## config.mk

```make
export PLATFORM = sky130hd
export DESIGN_NAME = pattern_event_filter
export DESIGN_NICKNAME = d
export VERILOG_FILES = /design/src/rtl/pattern_event_filter.sv
export SDC_FILE = /design/constraint.sdc
export NUM_CORES = 1
export LEC_CHECK = 0
export BUFFER_PORTS_ARGS = -buffer_cell sky130_fd_sc_hd__buf_2
export CORE_MARGIN = 5
export CORE_UTILIZATION = 45
export CTS_CLUSTER_SIZE = 8
export DETAILED_ROUTE_END_ITERATION = 10
export GPL_TIMING_DRIVEN = 0
export PLACE_DENSITY = 0.69
export SLEW_MARGIN = 5
export SYNTH_ARGS = -nofsm -noshare
export SYNTH_HDL_FRONTEND = slang
export SYNTH_SLANG_ARGS = --single-unit
```

## constraint.sdc

```tcl
create_clock -name C -period 1.6 [get_ports C]
set_input_delay 0.08 -clock C [delete_from_list [all_inputs] [get_ports C]]
set_output_delay 0.08 -clock C [all_outputs]
set_load 0.005 [all_outputs]
```

## src/rtl/pattern_event_filter.sv

```systemverilog
// pattern_event_filter
//
// Registered consumer for the single-bit pattern decode of the 5-input
// inverted-input NOR gate. The decode is synchronised, glitch-filtered by a
// consecutive-sample qualifier and turned into a one-cycle event pulse on
// each qualified rising edge. Events are counted for the KCPSM3 input port
// with an acknowledgeable pending/overflow pair.
//
// Build option: define PATTERN_EVENT_SATURATE_EN to make COUNT saturate at
// all-ones on overflow; when undefined COUNT wraps to 0. OVF is set either way.
//
// Parameters:
//   FILTER_LEN - consecutive identical synchronised samples to change level (1..16)
//   CNT_WIDTH  - event counter width (2..16)
//
// Ports:
//   C       clock, rising edge
//   CLR     asynchronous active-high reset
//   CE      clock enable; when low every register holds and O_PULSE reads 0
//   DIN     asynchronous pattern decode from the NOR gate
//   ACK     processor acknowledge; clears COUNT, PEND and OVF
//   O_LEVEL filtered level
//   O_PULSE one-cycle pulse per qualified rising edge
//   PEND    at least one event since the last ACK
//   OVF     counter overflowed since the last ACK
//   COUNT   qualified rising edges since the last ACK

module pattern_event_filter #(
  parameter int unsigned FILTER_LEN = 4,
  parameter int unsigned CNT_WIDTH  = 8
) (
  input  logic                 C,
  input  logic                 CLR,
  input  logic                 CE,
  input  logic                 DIN,
  input  logic                 ACK,
  output logic                 O_LEVEL,
  output logic                 O_PULSE,
  output logic                 PEND,
  output logic                 OVF,
  output logic [CNT_WIDTH-1:0] COUNT
);

  typedef enum logic {StLow, StHigh} state_e;

  localparam logic [4:0] FcLast = 5'(FILTER_LEN - 1);

  state_e               state;
  logic                 s1;
  logic                 s2;
  logic [4:0]           fc;
  logic                 pulse_r;
  logic                 pend_r;
  logic                 ovf_r;
  logic [CNT_WIDTH-1:0] count_r;

  logic qualify;  // s2 holds the value that would move us out of the current state
  logic flip;     // qualifying run complete on this edge
  logic rise;     // flip out of LOW: the event

  assign qualify = (state == StLow) ? s2 : ~s2;
  assign flip    = qualify && (fc == FcLast);
  assign rise    = flip && (state == StLow);

  always_ff @(posedge C or posedge CLR) begin
    if (CLR) begin
      state   <= StLow;
      s1      <= 1'b0;
      s2      <= 1'b0;
      fc      <= 5'd0;
      pulse_r <= 1'b0;
      pend_r  <= 1'b0;
      ovf_r   <= 1'b0;
      count_r <= '0;
    end else if (CE) begin
      s1      <= DIN;
      s2      <= s1;
      pulse_r <= rise;

      // Any break in the qualifying run restarts the count.
      if (!qualify) begin
        fc <= 5'd0;
      end else if (flip) begin
        fc    <= 5'd0;
        state <= (state == StLow) ? StHigh : StLow;
      end else begin
        fc <= fc + 5'd1;
      end

      // ACK wins over the old count, but an event on the same edge survives.
      if (ACK) begin
        count_r <= {{(CNT_WIDTH-1){1'b0}}, rise};
        pend_r  <= rise;
        ovf_r   <= 1'b0;
      end else if (rise) begin
        pend_r <= 1'b1;
        if (&count_r) begin
          ovf_r <= 1'b1;
`ifdef PATTERN_EVENT_SATURATE_EN
          count_r <= count_r;
`else
          count_r <= '0;
`endif
        end else begin
          count_r <= count_r + 1'b1;
        end
      end
    end
  end

  assign O_LEVEL = (state == StHigh);
  // Registered pulse; gated so a stalled cycle never shows a stale pulse.
  assign O_PULSE = pulse_r & CE;
  assign PEND    = pend_r;
  assign OVF     = ovf_r;
  assign COUNT   = count_r;

endmodule

```

Word-level counts from Yosys, hierarchy flattened
Cells that the tools add are included.
{ "word_totals": {"regBits": 19, "latchBits": 0, "ram_bits": 0, "mem_bits_ro": 0, "memories": 0} }
{ "classes": {"add_sub_neg": 2, "multipliers": 0, "div_mod_pow": 0, "magnitude_cmp": 0, "eq_ne": 1, "shifts": 0, "n_mux": 12, "n_bitwise": 3, "n_reduce_logical": 8} }
{ "ops": {"columns": ["cell", "count"], "rows": [
  ["two-way mux 8 bit", 3],
  ["two-way mux 5 bit", 2],
  ["adder 8 x 1 -> 8 bit, second input constant", 1],
  ["AND reduction 8 bit", 1],
  ["two-way mux 1 bit", 7],
  ["AND reduction 3 bit", 2],
  ["adder 5 x 1 -> 5 bit, second input constant", 1],
  ["equality test 5 x 2 -> 1 bit, second input constant", 1],
  ["nonzero test 2 bit", 2],
  ["logical AND 1 bit", 2],
  ["inverter 1 bit", 2],
  ["AND reduction 2 bit", 1],
  ["AND 1 bit", 1]
]} }

Longest topological paths before layout
Gate-level depths: netlist of the first run.
{ "depth": {"ltp_word": 6, "depth_mapped": 5, "depth_no_buf": 5} }

Worst setup path after synthesis of the first run
Ideal clock, no wire load.
{ "synth_timing": {"path_kind": "flip-flop to flip-flop", "from": "register fc[0]", "to": "register count_r[3], in the netlist COUNT[3]", "setup_ns": 0.101, "arrival_time_ns": 1.471, "path_slack_ns": 0.029, "path_stages_with_launch": 6, "synth_period_minus_slack_ns": 1.571, "cell_sequence": "dfrtp_1 -> ha_1 -> nor4b_4 -> and3b_2 -> nand3b_2 -> o311ai_2"} }
{ "synth_via": {"elab_chain_cells": 5} }
{ "synth_rtl": {"columns": ["item", "line", "rtl"], "rows": [
  ["from (decl)", "51", "logic [4:0] fc;"],
  ["from (signal assigned)", "87", "fc <= fc + 5'd1;"],
  ["equality test 5 x 2 -> 1 bit", "62", "assign flip = qualify && (fc == FcLast);"],
  ["logical AND 1 bit", "62", null],
  ["logical AND 1 bit", "63", "assign rise = flip && (state == StLow);"],
  ["nonzero test 2 bit (no source line)", null, null],
  ["AND reduction 2 bit (no source line)", null, null],
  ["to (signal assigned)", "92", "count_r <= {{(CNT_WIDTH-1){1'b0}}, rise};"],
  ["to (signal assigned)", "105", "count_r <= count_r + 1'b1;"],
  ["to (decl)", "55", "logic [CNT_WIDTH-1:0] count_r;"]
]} }
No other way between the ends.
A chain may end at the register's enable or synchronous reset.

Worst setup path after layout of the first run
{ "layout_timing": {"from": "register fc[0]", "to": "register count_r[4], in the netlist COUNT[4]"} }
Same word-level chain as after synthesis.

==> key figures, run 1 <==
Routing
  – Per-cell routed wire length: 15.31 microns
  – 1st-pass router iterations: 6
  – Final WL: 2404 microns
  – Via count: 907
  – DRC: 0
  – Via/cell ratio: 5.777
  – Post-DRT Antenna Nets: 0
  – Detailed Route Iter0 Violations: 26

Timing
  – Worst Tran Pin Value: 0.7475 ns
  – Fin. Hold Viols: 0
  – Final TNS setup: -0.1682 ns
  – RSZ-0062 raised after global routing: yes
  – Clk_skew: 0.003883 ns
  – Final Max Tran Viols: 0
  – FMAX: 605.2 MHz
  – PnR worst setup slack: -0.05223 ns
  – Final setup viols: 5
  – Tmin final: 1.652 ns
  – Tcrit/Tclk final: 1.033
  – Slew HR: 0.5011

Final layout
  – Final core utilization: 0.6025
  – Final Instance Count excl. Fillers: 157
  – Antenna Cells: 0
  – Final #Nets: 137
  – Fill cell total of the finished layout: 177
  – Layout area overhead: 28.66%
  – Share of cells above drive strength 1: 0.3101

Setup path
  – Required time of the critical path: 1.79 ns
  – WS Path Type: reg -> reg
  – Worst EP arrival: 1.84 ns
  – Crit path launch: fc[0]$_DFFE_PP0P_
  – Max stage delay cell, worst path: dfrtp_1
  – Endpoint class of the critical path: flip-flop
  – Max incr delay on CP: 0.42 ns
  – Worst r2r src: fc[0]$_DFFE_PP0P_
  – WP buf/inv: 1
  – Worst path cell trace: ha_4 -> nor4b_4 -> buf_4 -> nand2_4 -> o311ai_4 -> o41ai_2
  – Worst-path maximum fanout: 6
  – CP delay by family, top: flip-flops
  – CP startpoint kind: flip-flop

Yosys
  – Yosys top cell area share: 0.4634
  – Mapped Cells: 101
  – Synthesized area: 1026 sq um
  – Ys flop type: dfrtp_1
  – Top post-synthesis cells by area: dfrtp_1 (46%), o21ai_0 (4.9%), nand2_1 (4.4%)
  – Post-synthesis register bit count: 19
  – Synth Warn #: 0
  – Count of unique library cells instantiated by Yosys: 33
  – Dominant cell type by area after synthesis: dfrtp_1
  – Most common cell in the netlist: dfrtp_1
  – Syn avg cell area: 10.16 sq um
  – EDFF count, synth: 0
  – Seq/Total Area, Yosys: 0.4634
  – Post-synth ARST share: 1.000
  – Most frequent cells after synthesis: dfrtp_1 (19), nand2_1 (12), o21ai_0 (10)
  – Synthesized net count: 108

Power and ir drop
  – Leak: 0.6379 nW
  – Power Density: 958.8 nW/um^2
  – Worst vdd rail ir drop: 0.6359 mV
  – Total power: 1.266 mW

Global routing
  – Pin count of the biggest net entering global routing: 20
  – Aggregate global routing overflow: 0
  – Vias in the first global route: 928
  – First-pass GRT wire length: 4243 microns
  – Initial antenna violation count: 0
  – GRT Total Usage: 0.1599

Outcome
  – Status: complete, but fails checks
  – Failing checks: negative setup slack

Clocking
  – CTS tree: built
  – Worst-path clk slew: 0.11 ns
  – Clock sinks: 19
  – H-tree depth: 1
  – Later-pin clock latency in the skew report: 0.30 ns
  – Clk buf depth: 2
  – Total CTS buffers: 3
  – Clk root buf: clkbuf_4

Placed design
  – Dpl ws: -0.1854 ns
  – Detail Placement HPWL: 1597 microns
  – GPL Wtd Cong: 0.7634
  – Port Buf Inserts: 16
  – Placed cells: 145

Min path
  – HP Start: CE
  – Hold Path Class: in -> reg

Die
  – Die area: 3335 sq um
  – # IOs: 17
  – Core ar.: 2191 sq um
  – Die Ht: 57.75 microns
  – Cell Rows: 17
  – Initial Util: 0.4683
  – Die width: 57.75 microns

Job
  – Max cap viols: 0
-- logic make-up after synthesis --
group / count (synthesis) / share of synthesized area
simple gates: 41 / 0.2463
compound gates: 26 / 0.1732
flops: 19 / 0.4634
buf+inv: 6 / 0.02195
mux: 6 / 0.06219
fa+ha+maj: 2 / 0.02439
xor+xnor: 1 / 0.008538
-- per-stage QoR --
stage | hold slack [ns] | area, sq um
after floorplan | 0.03113 | 1026
after global placement | 0.2239 | 1141
after detailed placement | 0.2375 | 1141
after CTS | 0.004466 | 1229
after global routing | 0.1161 | 1320
final | 0.1153 | 1320
-- sequential cells by signal (all words and copies together) (netlist names) --
signal	cells
COUNT	8
fc	5
OVF	1
O_LEVEL	1
PEND	1
pulse_r	1
s1	1
s2	1
-- worst min-delay path: cells and delay by family --
kind	cells	cell delay [ns]
AOI/OAI and AO/OA	1	0.07
buffers and inverters	1	0.15
and+or+nand+nor	1	0.09
-- layout make-up --
| cell class | count | area, sq um | share of cell area |
|---|---|---|---|
| multi-input combinational | 76 | 615.6 | 0.4663 |
| clock buffer | 4 | 26.28 | 0.01991 |
| tap | 28 | 35.03 | 0.02654 |
| timing repair buffer | 24 | 145.1 | 0.1100 |
| inverter | 4 | 15.01 | 0.01137 |
| sequential | 19 | 475.5 | 0.3602 |
| buffer | 2 | 7.507 | 0.005687 |
-- layout by cell type (no fill, tap or decap), drive strengths merged, types with 2 or more instances in the layout --
cell type	count
o21ai	10
nand3	4
and3	2
nand4b	3
and4	2
nor2	5
nand4	2
a21oi	4
nor4	2
nand2b	2
buf	22
mux2	3
dlygate4sd3	2
dfrtp	19
o31ai	2
mux2i	3
o311ai	2
o2bb2ai	5
and3b	2
inv	4
nor4b	2
nand2	12
ha	2
clkbuf	6
-- timing repair --
action	4_1_cts	5_1_grt
hold buffers	1	1
setup endpoints to repair	9	11
pin swaps	5	4
endpoints found under the hold margin	19	1
setup buffers	4	2
resized for setup	3	12
-- per-layer routing --
metal / part of all wire / track usage
met2: 0.47 / 0.2371
met4: 0.022 / 0.08278
met5: 0 / 0
met3: 0.046 / 0.03563
met1: 0.46 / 0.2169
-- final timing paths --
path	endpoint	slack [ns]	cells after the start
max	COUNT[4]$_DFFE_PP0P_	-0.05	6
min reg2reg	PEND$_DFFE_PP0P_	0.49	2
min	COUNT[1]$_DFFE_PP0P_	0.12	3
max reg2reg	COUNT[4]$_DFFE_PP0P_	-0.05	6
min in group asynchronous	PEND$_DFFE_PP0P_	0.44	3
max in group asynchronous	fc[1]$_DFFE_PP0P_	0.69	3
-- power by group --
| part | internal, mW | switching [mW] | total (mW) | leakage (nW) |
|---|---|---|---|---|
| Combinational | 0.203 | 0.180 | 0.383 | 0.366 |
| Sequential | 0.543 | 0.0893 | 0.633 | 0.257 |
| Clock | 0.0972 | 0.153 | 0.250 | 0.0150 |
Power figures use the tool's default switching activity.
==> inputs of run 2 (changes only) <==
--- a/config.mk
+++ b/config.mk
@@ -5,7 +5,7 @@
 export SDC_FILE = /design/constraint.sdc
 export NUM_CORES = 1
 export LEC_CHECK = 0
-export BUFFER_PORTS_ARGS = -buffer_cell sky130_fd_sc_hd__buf_2
+export BUFFER_PORTS_ARGS = -buffer_cell sky130_fd_sc_hd__buf_4
 export CORE_MARGIN = 5
 export CORE_UTILIZATION = 45
 export CTS_CLUSTER_SIZE = 8
==> key figures, run 2 (same netlist as run 1, synthesis figures left out) <==
Routing
  – Per-cell routed wire length: 14.46 microns (was 15.31 microns)
  – Post-DRT Antenna Nets: 0 (unchanged)
  – Via count: 872 (was 907)
  – Detailed Route Iter0 Violations: 19 (was 26)
  – DRC: 0 (unchanged)
  – Final WL: 2284 microns (was 2404 microns)
  – Via/cell ratio: 5.519 (was 5.777)
  – 1st-pass router iterations: 4 (was 6)

Timing
  – PnR worst setup slack: -0.009467 ns (was -0.05223 ns)
  – Worst Tran Pin Value: 0.7062 ns (was 0.7475 ns)
  – Clk_skew: 0.001527 ns (was 0.003883 ns)
  – Slew HR: 0.5287 (was 0.5011)
  – Min Hold Slack: 0.09348 ns (was 0.1153 ns)
  – Tcrit/Tclk final: 1.006 (was 1.033)
  – Final TNS setup: -0.02274 ns (was -0.1682 ns)
  – Final Max Tran Viols: 0 (unchanged)
  – RSZ-0062 raised after global routing: yes (unchanged)
  – Tmin final: 1.609 ns (was 1.652 ns)
  – Fin. Hold Viols: 0 (unchanged)
  – Final setup viols: 3 (was 5)
  – FMAX: 621.3 MHz (was 605.2 MHz)

Power and ir drop
  – P_sw: 0.4023 mW (was 0.4217 mW)
  – Sequential power share: 0.487 (was 0.500)
  – Worst vdd rail ir drop: 0.6533 mV (was 0.6359 mV)
  – Comb pwr share: 0.316 (was 0.303)
  – Switching part of the total: 0.3160 (was 0.3332)
  – Internal power: 0.8708 mW (was 0.8439 mW)
  – Power Density: 958.9 nW/um^2 (was 958.8 nW/um^2)
  – Clock power frac: 0.197 (about the same)
  – Leak: 0.6037 nW (was 0.6379 nW)

Die
  – Die Ht: 57.75 microns (unchanged)
  – Die area: 3335 sq um (unchanged)
  – Core ar.: 2191 sq um (unchanged)
  – Die width: 57.75 microns (unchanged)
  – Cell Rows: 17 (unchanged)
  – # IOs: 17 (unchanged)
  – Initial Util: 0.4683 (unchanged)

Setup path
  – Endpoint class of the critical path: flip-flop (unchanged)
  – Required time of the critical path: 1.81 ns (was 1.79 ns)
  – CP startpoint kind: flip-flop (unchanged)
  – CP delay by family, top: simple AND/OR/NAND/NOR gates (was flip-flops)
  – Worst path cell trace: ha_2 -> nor4b_4 -> and3b_2 -> nand3b_4 -> o311ai_2 (was ha_4 -> nor4b_4 -> buf_4 -> nand2_4 -> o311ai_4 -> o41ai_2)
  – Worst-path maximum fanout: 6 (unchanged)
  – WP buf/inv: 0 (was 1)
  – Max incr delay on CP: 0.38 ns (was 0.42 ns)
  – Worst EP arrival: 1.82 ns (was 1.84 ns)
  – WS Path Type: reg -> reg (unchanged)
  – Max stage delay cell, worst path: dfrtp_1 (unchanged)

Clocking
  – Clk buf depth: 2 (unchanged)
  – CTS tree: built (unchanged)
  – Clock sinks: 19 (unchanged)
  – H-tree depth: 1 (unchanged)
  – Later-pin clock latency in the skew report: 0.30 ns (about the same)
  – Clk root buf: clkbuf_4 (unchanged)
  – Worst-path clk slew: 0.11 ns (about the same)
  – Total CTS buffers: 3 (unchanged)

Outcome
  – Failing checks: negative setup slack (unchanged)
  – Status: complete, but fails checks (unchanged)

Min path
  – Hold Path Class: in -> reg (unchanged)

Final layout
  – Antenna Cells: 0 (unchanged)
  – Share of cells above drive strength 1: 0.3385 (was 0.3101)
  – Post-layout instance area: 1328 sq um (was 1320 sq um)
  – Final #Nets: 138 (was 137)
  – Layout area overhead: 29.39% (was 28.66%)
  – Final core utilization: 0.6059 (was 0.6025)
  – Max FFs per register: 8 (unchanged)
  – Commonest non-fill, non-tap cells in the layout: buf_4 (23), dfrtp_1 (17), nand2_1 (11) (was dfrtp_1 (19), buf_2 (16), nand2_1 (11))
  – Most common cell after layout, fill and taps aside: buf_4 (was dfrtp_1)

Global routing
  – Aggregate global routing overflow: 0 (unchanged)
  – GRT Total Usage: 0.1576 (was 0.1599)
  – Vias in the first global route: 908 (was 928)
  – First-pass GRT wire length: 4153 microns (was 4243 microns)
  – Initial antenna violation count: 0 (unchanged)
  – Pin count of the biggest net entering global routing: 20 (unchanged)

Placed design
  – GPL Wtd Cong: 0.7753 (was 0.7634)
  – Port Buf Inserts: 16 (unchanged)
  – Dpl ws: -0.1568 ns (was -0.1854 ns)
  – DP Area: 1181 sq um (was 1141 sq um)
  – Detail Placement HPWL: 1563 microns (was 1597 microns)

Job
  – Max cap viols: 0 (unchanged)
-- run 2: changes by cell type in the layout (fill, tap and decap cells not counted), moves of 2 or more --
cell / before / now
o21ai_2: 0 / 2
o21ai_1: 2 / 0
buf_4: 6 / 23
buf_2: 16 / 0
dfrtp_2: 0 / 2
dfrtp_1: 19 / 17
-- run 2: worst paths after layout --
path,startpoint,to,slack (ns),cells past startpoint
setup / recovery,fc[1]$_DFFE_PP0P_,COUNT[3]$_DFFE_PP0P_,-0.009,5
hold / removal,CE,COUNT[1]$_DFFE_PP0P_,0.09,3
setup reg to reg,fc[1]$_DFFE_PP0P_,COUNT[3]$_DFFE_PP0P_,-0.009,5
hold reg to reg,PEND$_DFFE_PP0P_,PEND$_DFFE_PP0P_,0.50,2
max in group asynchronous,CLR,COUNT[1]$_DFFE_PP0P_,0.67,3
min in group asynchronous,CLR,fc[3]$_DFFE_PP0P_,0.44,3
-- run 2: worst min-delay path, stage by stage --
cell and delay (ns):
buf_4 0.14, nand3b_4 0.08, o2bb2ai_1 0.06
-- run 2: metrics by stage --
| step | total power, mW | cells |
|---|---|---|
| floorplan | 0.8186 | 101 |
| global placement | 0.9092 | 145 |
| detailed placement | 0.9211 | 145 |
| CTS | 1.234 | 154 |
| global route | 1.364 | 158 |
| finish | 1.273 | 158 |
-- run 2: metal layers --
| layer | part of all wire | track usage | vias to the layer above |
|---|---|---|---|
| li1 | - | - | 438 |
| met1 | 0.50 | 0.2287 | 410 |
| met2 | 0.43 | 0.2306 | 20 |
| met3 | 0.049 | 0.02673 | 4 |
| met4 | 0.018 | 0.06623 | 0 |
| met5 | 0 | 0 | - |
-- run 2: power groups by stage --
stage                     registers, mW  clock network (mW)  logic (mW)
after floorplan                   0.619                   0       0.200
after global placement            0.629                   0       0.280
after detailed placement          0.634                   0       0.287
after CTS                         0.617               0.258       0.360
after global routing              0.632               0.285       0.447
final                             0.620               0.250       0.402
-- run 2: timing repair --
action | 4_1_cts | 5_1_grt
pin swaps | 3 | 7
resized for setup | 3 | 10
buffers inserted | 4 | 3
hold buffers | 1 | 1
endpoints found under the setup margin | 7 | 9
endpoints found under the hold margin | 19 | 1
-- run 2: area by class of cell --
| type | instances | area [sq um] |
|---|---|---|
| Buffer | 2 | 7.507 |
| Clock buffer | 4 | 26.28 |
| Fill cell | 192 | 863.3 |
| Inverter | 4 | 15.01 |
| Multi-Input combinational cell | 76 | 573.1 |
| Sequential cell | 19 | 478.0 |
| Tap cell | 28 | 35.03 |
| Timing Repair Buffer | 25 | 192.7 |
==> inputs of run 3 (changes only) <==
==> constraint.sdc (replaced) <==
create_clock -name C -period 1.4 [get_ports C]
set_input_delay 0.07 -clock C [delete_from_list [all_inputs] [get_ports C]]
set_output_delay 0.07 -clock C [all_outputs]
set_load 0.005 [all_outputs]
==> key figures, run 3 (same netlist as run 1, synthesis figures left out) <==
Final layout
  – Antenna Cells: 0 (unchanged)
  – Fill cell total of the finished layout: 181 (was 192)
  – Max FFs per register: 8 (unchanged)
  – Post-layout instance area: 1324 sq um (was 1328 sq um)
  – Multi-input logic area: 574.3 sq um (was 573.1 sq um)
  – Commonest non-fill, non-tap cells in the layout: buf_4 (21), dfrtp_1 (19), nand2_1 (11) (was buf_4 (23), dfrtp_1 (17), nand2_1 (11))
  – Share of cells above drive strength 1: 0.3101 (was 0.3385)
  – Most common cell after layout, fill and taps aside: buf_4 (unchanged)
  – Final #Nets: 137 (was 138)
  – Layout area overhead: 29.02% (was 29.39%)
  – Seq. cell area: 475.5 sq um (was 478.0 sq um)

Timing
  – Final TNS setup: -1.916 ns (was -0.02274 ns)
  – PnR worst setup slack: -0.2261 ns (was -0.009467 ns)
  – Final setup viols: 15 (was 3)
  – FMAX: 615.0 MHz (was 621.3 MHz)
  – Slew HR: 0.5190 (was 0.5287)
  – Final Max Tran Viols: 0 (unchanged)
  – Tmin final: 1.626 ns (was 1.609 ns)
  – RSZ-0062 raised after global routing: yes (unchanged)
  – Fin. Hold Viols: 1 (was 0)
  – Tcrit/Tclk final: 1.161 (was 1.006)
  – Worst Tran Pin Value: 0.7208 ns (was 0.7062 ns)
  – Clk_skew: 0.007293 ns (was 0.001527 ns)
  – Min Hold Slack: -0.001079 ns (was 0.09348 ns)

Routing
  – 1st-pass router iterations: 4 (unchanged)
  – Per-cell routed wire length: 14.77 microns (was 14.46 microns)
  – Via/cell ratio: 5.841 (was 5.519)
  – DRC: 0 (unchanged)
  – Detailed Route Iter0 Violations: 35 (was 19)
  – Post-DRT Antenna Nets: 0 (unchanged)
  – Final WL: 2319 microns (was 2284 microns)
  – Via count: 917 (was 872)

Power and ir drop
  – Comb pwr share: 0.300 (was 0.316)
  – Leak: 0.6015 nW (was 0.6037 nW)
  – Total power: 1.441 mW (was 1.273 mW)
  – Power Density: 1089 nW/um^2 (was 958.9 nW/um^2)
  – Clock power frac: 0.200 (was 0.197)
  – Worst vdd rail ir drop: 0.7311 mV (was 0.6533 mV)
  – Sequential power share: 0.499 (was 0.487)
  – Internal power: 0.9786 mW (was 0.8708 mW)
  – P_sw: 0.4629 mW (was 0.4023 mW)
  – Switching part of the total: 0.3211 (was 0.3160)

Setup path
  – WS Path Type: reg -> reg (unchanged)
  – Crit path launch: fc[1]$_DFFE_PP0P_ (unchanged)
  – Worst-path maximum fanout: 7 (was 6)
  – Endpoint class of the critical path: flip-flop (unchanged)
  – CP startpoint kind: flip-flop (unchanged)
  – Worst r2r src: fc[1]$_DFFE_PP0P_ (unchanged)
  – Worst EP arrival: 1.85 ns (was 1.82 ns)
  – Required time of the critical path: 1.62 ns (was 1.81 ns)

Placed design
  – GPL Wtd Cong: 0.8055 (was 0.7753)
  – Port Buf Inserts: 16 (unchanged)
  – Dpl ws: -0.3441 ns (was -0.1568 ns)
  – Detail Placement HPWL: 1569 microns (was 1563 microns)
  – DP Area: 1199 sq um (was 1181 sq um)

Die
  – Die Ht: 57.75 microns (unchanged)
  – Cell Rows: 17 (unchanged)
  – Die area: 3335 sq um (unchanged)
  – # IOs: 17 (unchanged)
  – Die width: 57.75 microns (unchanged)
  – Initial Util: 0.4683 (unchanged)
  – Core ar.: 2191 sq um (unchanged)

Clocking
  – Worst-path clk slew: 0.11 ns (about the same)
  – Later-pin clock latency in the skew report: 0.31 ns (was 0.30 ns)
  – Clock sinks: 19 (unchanged)
  – H-tree depth: 1 (unchanged)
  – Total CTS buffers: 3 (unchanged)
  – CTS tree: built (unchanged)
  – Clk buf depth: 2 (unchanged)
  – Clk root buf: clkbuf_4 (unchanged)

Global routing
  – First-pass GRT wire length: 4036 microns (was 4153 microns)
  – Vias in the first global route: 858 (was 908)
  – Aggregate global routing overflow: 0 (unchanged)
  – Pin count of the biggest net entering global routing: 20 (unchanged)
  – Initial antenna violation count: 0 (unchanged)
  – GRT Total Usage: 0.1555 (was 0.1576)

Outcome
  – Failing checks: negative hold slack, negative setup slack (was negative setup slack)
  – Status: complete, but fails checks (unchanged)

Min path
  – Hold Path Class: in -> reg (unchanged)
  – HP Start: DIN (was CE)

Job
  – Max cap viols: 0 (unchanged)
run 3: changes by cell type in the layout (fill, tap and decap cells not counted), moves of 2 or more:
cell	before	now
buf_4	23	21
dfrtp_2	2	0
buf_6	0	2
dfrtp_1	17	19
run 3: worst paths after layout:
path,to,cells after the start,slack [ns]
worst max-delay path,COUNT[3]$_DFFE_PP0P_,5,-0.23
worst min-delay path,s1$_DFFE_PP0P_,2,-0.001
worst max register to register,COUNT[3]$_DFFE_PP0P_,5,-0.23
worst min register to register,pulse_r$_DFFE_PP0P_,2,0.51
max in group asynchronous,s1$_DFFE_PP0P_,3,0.52
min in group asynchronous,COUNT[2]$_DFFE_PP0P_,3,0.42
run 3: power groups by stage:
stage | clock network [mW] | registers, mW | logic (mW)
final | 0.289 | 0.720 | 0.433
after global routing | 0.319 | 0.736 | 0.489
after CTS | 0.291 | 0.708 | 0.402
after detailed placement | 0 | 0.728 | 0.339
after global placement | 0 | 0.720 | 0.327
after floorplan | 0 | 0.708 | 0.233
run 3: worst max-delay path, stage by stage (launching register included):
cell	delay (ns)
dfrtp_1	0.42
ha_4	0.17
nor4b_4	0.33
and3b_2	0.33
nand3b_4	0.10
o311ai_2	0.20
run 3: routing by layer:
layer | vias to the layer above | global-route usage | share of wire | wire length, microns
met2 | 26 | 0.2242 | 0.46 | 1057
met5 | - | 0 | 0 | 0
li1 | 434 | - | - | -
met4 | 0 | 0.05960 | 0.019 | 44
met3 | 5 | 0.02895 | 0.068 | 157
met1 | 452 | 0.2288 | 0.46 | 1060
run 3: metrics by stage:
step / utilization / instances / hold WS [ns]
2_1_floorplan: - / 101 / 0.02113
3_3_place_gp: 0.5471 / 145 / 0.2240
3_5_place_dp: 0.5471 / 145 / 0.2368
4_1_cts: 0.5860 / 156 / 0.004601
5_1_grt: 0.6042 / 157 / 0.002610
6_report: 0.6042 / 157 / -0.001079
run 3: area by class of cell:
type                       count  area share
buffer                         2    0.005671
clock buffer                   4     0.01985
inverter                       4     0.01134
multi-input combinational     76      0.4338
sequential                    19      0.3592
tap                           28     0.02647
timing repair buffer          24      0.1437
run 3: what timing repair did:
item | in CTS | in global routing
resized for setup | 3 | 7
hold endpoints to repair | 19 | 0
buffers inserted | 6 | 1
hold buffers | 1 | 0
setup endpoints to repair | 16 | 16
pin swaps | 8 | 4
